===== src/rtl/out_port_rr_arbiter.sv =====
// Purpose: per-output wormhole arbiter with rotating priority and a saturating completed-packet counter.
// Latency: request at cycle t gives a registered grant at t+1; the owner is released the cycle after its tail transfer.
// Backpressure: full or an owner bubble stalls the transfer; the lock is held until the tail flit actually moves.
module out_port_rr_arbiter #(
    parameter int N     = 3,
    parameter int CNT_W = 16
) (
    input  logic             clk,
    input  logic             rst,
    input  logic [N-1:0]     req,
    input  logic [N-1:0]     tail,
    input  logic             full,
    output logic [N-1:0]     arb_res,
    output logic             busy,
    output logic [CNT_W-1:0] pkt_cnt
);

    localparam int PTR_W = (N > 1) ? $clog2(N) : 1;

    typedef enum logic {
        IDLE   = 1'b0,
        LOCKED = 1'b1
    } state_t;

    state_t             r_state;
    state_t             w_state_nxt;
    logic [N-1:0]       r_arb_res;
    logic [PTR_W-1:0]   r_owner;
    logic [PTR_W-1:0]   r_rr_ptr;
    logic [CNT_W-1:0]   r_pkt_cnt;

    logic               w_found;
    logic [PTR_W-1:0]   w_pick_idx;
    int                 w_scan;
    logic               w_xfer;
    logic               w_release;
    logic               w_grant;

    // Rotating search: first requester at or after rr_ptr, wrapping modulo N.
    always_comb begin
        w_found    = 1'b0;
        w_pick_idx = '0;
        w_scan     = 0;
        for (int k = 0; k < N; k++) begin
            w_scan = (int'(r_rr_ptr) + k) % N;
            if (!w_found && req[w_scan[PTR_W-1:0]]) begin
                w_found    = 1'b1;
                w_pick_idx = w_scan[PTR_W-1:0];
            end
        end
    end

    // Transfer only when the owner is requesting and downstream has room; tail only matters then.
    always_comb begin
        w_xfer    = (r_state == LOCKED) && (|(r_arb_res & req)) && !full;
        w_release = w_xfer && (|(r_arb_res & tail));
        w_grant   = (r_state == IDLE) && w_found;
    end

    // Next-state logic: IDLE locks onto a winner, LOCKED releases only on a tail transfer.
    always_comb begin
        w_state_nxt = r_state;
        case (r_state)
            IDLE:    if (w_grant)   w_state_nxt = LOCKED;
            LOCKED:  if (w_release) w_state_nxt = IDLE;
            default: w_state_nxt = IDLE;
        endcase
    end

    // State, grant, pointer and counter registers; reset wins over a same-cycle tail transfer.
    always_ff @(posedge clk) begin
        if (rst) begin
            r_state   <= IDLE;
            r_arb_res <= '0;
            r_owner   <= '0;
            r_rr_ptr  <= '0;
            r_pkt_cnt <= '0;
        end else begin
            r_state <= w_state_nxt;
            if (w_grant) begin
                r_arb_res <= N'(1) << w_pick_idx;
                r_owner   <= w_pick_idx;
            end else if (w_release) begin
                r_arb_res <= '0;
                r_rr_ptr  <= (r_owner == PTR_W'(N - 1)) ? '0 : r_owner + 1'b1;
                if (r_pkt_cnt != {CNT_W{1'b1}}) begin
                    r_pkt_cnt <= r_pkt_cnt + 1'b1;
                end
            end
        end
    end

    // Outputs come straight from registers; no input reaches an output combinationally.
    always_comb begin
        arb_res = r_arb_res;
        busy    = (r_state == LOCKED);
        pkt_cnt = r_pkt_cnt;
    end

endmodule


===== config.mk =====
export PLATFORM = sky130hd
export DESIGN_NAME = out_port_rr_arbiter
export DESIGN_NICKNAME = d
export VERILOG_FILES = /design/src/rtl/out_port_rr_arbiter.sv
export SDC_FILE = /design/constraint.sdc
export NUM_CORES = 1
export LEC_CHECK = 0
export CORE_ASPECT_RATIO = 1.75
export CORE_MARGIN = 10
export CORE_UTILIZATION = 53
export CTS_CLUSTER_DIAMETER = 40
export DETAILED_ROUTE_END_ITERATION = 6
export GPL_TIMING_DRIVEN = 0
export PLACE_DENSITY = 0.84
export RECOVER_POWER = 25
export REMOVE_ABC_BUFFERS = 1
export SLEW_MARGIN = 20
export SYNTH_ARGS = -nofsm -noshare
export SYNTH_HDL_FRONTEND = slang
export SYNTH_SLANG_ARGS = --single-unit

===== constraint.sdc =====
create_clock -name clk -period 3.25 [get_ports clk]
set_input_delay 0.65 -clock clk [delete_from_list [all_inputs] [get_ports clk]]
set_output_delay 0.65 -clock clk [all_outputs]
set_load 0.01 [all_outputs]

==> flow_summary.json <==
{
  "cts_resized": 0,
  "drcViolationCount": 0,
  "worst-r2r-setup-slack_ns": 1.02,
  "wirelength_um": 3310,
  "yosys_warnings": 0,
  "skew_ns": 0.00348,
  "place_hpwl_um": 2530,
  "n_fill_cell": 206,
  "cts.sinks": 24,
  "synth.distinct_cells": 39,
  "rows": 23,
  "p_seq_share_pct": 54.6,
  "dieWidth_um": 57.1,
  "grt.total_usage_pct": 13.7,
  "synth_top_family_by_area": "simple AND/OR/NAND/NOR gates",
  "drv_cap": 0,
  "setup_viol": 0,
  "synth_flop_cell": "dfxtp_1",
  "synth_xor_area_share_pct": 6.17,
  "start_util_pct": 55.5,
  "period_share_pct": 83.9,
  "final_common_cell": "dfxtp_1",
  "setup_ws_ns": 0.522,
  "final_cell_mix": "dfxtp_1, nor2_1, clkdlybuf4s50_1",
  "timing.rr.end": "arb_res[1]",
  "fin_setup_tns_ns": 0,
  "synthCells": 153,
  "grt_pass1_vias": 1272,
  "status": "finished, final reports clean",
  "htree_levels": 1,
  "p_total_mw": 0.556,
  "switching_share_pct": 22.5,
  "cp-start-kind": "input port",
  "seqCellArea_um2": 480,
  "die-area_mm2": 0.00485,
  "synth_compound_area_share_pct": 17.3,
  "drive_above_1_share_pct": 4.47,
  "final_cell_area_mm2": 0.00162,
  "preCtsSetupSlack_ns": 0.248,
  "antenna_found_initial": 0,
  "yosys.area_share.adder_pct": 4.90,
  "hold_viol": 0,
  "post-route-min-period_ns": 2.73,
  "slowest_stage": "or4b_4",
  "comb_power_share_pct": 8.6,
  "min_path_cells": 2,
  "timing.hold.ws_ns": 0.479,
  "coreArea_mm2": 0.00230,
  "seq_area_frac_synth_pct": 37.6,
  "wl_per_cell_um": 16.2,
  "gp_congestion": 0.862,
  "io_buffers": 28,
  "stdcell_count": 204,
  "powerDensity_mw_per_mm2": 343,
  "ir_drop_v": 0.000279,
  "diodes": 0,
  "post-cts-setup-buffers": 0,
  "insertion_delay_ns": 0.27,
  "async_flop_share_pct": 0,
  "path_delay_family": "simple AND/OR/NAND/NOR gates",
  "critPathCaptureType": "flop",
  "clock_power_share_pct": 36.8,
  "reg2regPathDepth": 8,
  "cts_tree": "done",
  "clock-root-buffer": "clkbuf_8",
  "min-delay-start": "r_owner[1]",
  "rr_startpoint": "r_rr_ptr[0]",
  "multi_input_area_um2": 754,
  "synth_top_cell_by_area": "dfxtp_1",
  "synth_edf_count": 0,
  "path_clk_slew_ns": 0.08,
  "rsz0062_at_grt": "no",
  "grt_max_degree": 27,
  "routed_via_density": 6.08,
  "io_pins": 29,
  "max_stage_delay_ns": 0.59,
  "holdBufCountCts": 0,
  "dp.cells": 200,
  "crit_required_ns": 3.44,
  "nNetsFinal": 194,
  "area_growth_syn_to_layout_pct": 26.8,
  "drv_slew": 0,
  "post_synth_mux_area_share_pct": 2.45,
  "placed_cell_area_mm2": 0.00157,
  "internal_power_mw": 0.431,
  "ant_nets": 0,
  "worst-path-buf-inv": 1,
  "path_max_fanout": 12,
  "synth.top_cell.area_share_pct": 37.6,
  "vias": 1240,
  "cts_buffer_depth": 2,
  "synth_area_leaders": "dfxtp_1, a21oi_1, nor2_1, ha_1, xnor2_1",
  "die-height_um": 84.9,
  "grt_overflow": 0,
  "switching_power_mw": 0.125,
  "slew_headroom_pct": 42.1,
  "synth-simple-area-share_pct": 28.2,
  "crit_chain": "clkdlybuf4s50_1 > a222oi_1 > or4b_4 > a311o_1 > or3_1 > a21oi_1",
  "cts_buffers": 3,
  "clock.fmax_mhz": 367,
  "synth_seq_cells": 24,
  "avgSynthCellArea_um2": 8.35,
  "critPathKind": "in -> reg",
  "grt_first_pass_wirelength_um": 5610,
  "first_iter_violations": 36,
  "syn_area_mm2": 0.00128,
  "drt_pre_antenna_iters": 4,
  "final_util_pct": 70.4,
  "p_leak_nw": 0.592,
  "hold_end": "r_owner[1]",
  "hold_class": "reg -> reg",
  "crit_arrival_ns": 2.92,
  "tightest_slew_ns": 0.865
}
registers in the layout, indices dropped and copies added, names as in the netlist:
| name | flops |
|---|---|
| r_rr_ptr | 2 |
| arb_res | 3 |
| r_owner | 2 |
| busy | 1 |
| pkt_cnt | 16 |
cells by family after synthesis:
family	Yosys count
AO/OA/AOI/OAI	35
XOR/XNOR	9
adder cells (fa/ha/maj)	5
buffers and inverters	11
flip-flops	24
multiplexers	3
AND/OR/NAND/NOR	66
power groups by stage:
stage	combinational [mW]	sequential [mW]	clock, mW
2_1_floorplan	0.0194	0.311	0
5_1_grt	0.0529	0.305	0.221
6_report	0.0481	0.304	0.205
3_3_place_gp	0.0474	0.310	0
3_5_place_dp	0.0490	0.311	0
4_1_cts	0.0491	0.304	0.208
per-layer routing:
layer	GRT usage [%]	vias to the layer above	routed length [µm]
met3	4.48	7	207
met2	24.6	39	1800
li1	-	608	-
met5	0	-	0
met4	7.51	0	82
met1	13.1	586	1210
final cells by class:
type,count,area share [%]
sequential,24,29.7
multi-input combinational,118,46.6
clock buffer,4,3.40
timing repair buffer,28,17.3
inverter,5,1.16
tap,25,1.93
cell usage after synthesis (all sizes together) (2+ instances only):
cell type	n
clkbuf	4
mux2i	2
or3	4
nor2b	4
nand2	7
o21ai	8
nand3	7
nor3	2
ha	5
nand2b	6
nor2	18
a31o	2
xnor2	5
nand3b	2
nor4	3
dfxtp	24
and3	2
and4	3
buf	2
a222oi	2
nand4	4
xor2	4
a21oi	14
inv	5
how the worst max path moves through the flow:
stage	cells after the start	startpoint	to
CTS	7	req[1]	pkt_cnt[15]
detailed placement	7	req[1]	pkt_cnt[15]
finish	6	req[1]	pkt_cnt[9]
global placement	7	req[1]	pkt_cnt[15]
global route	7	req[1]	pkt_cnt[15]
floorplan	5	tail[0]	pkt_cnt[9]
worst register-to-register path: cells and delay by family, from the launching register on:
family	cells	cell delay, ns
AO/OA/AOI/OAI	3	0.73
AND/OR/NAND/NOR	3	0.53
flip-flops	1	0.39
adder cells (fa/ha/maj)	1	0.37
buffers and inverters	1	0.08
No activity file was read; power rests on OpenSTA's default activity.
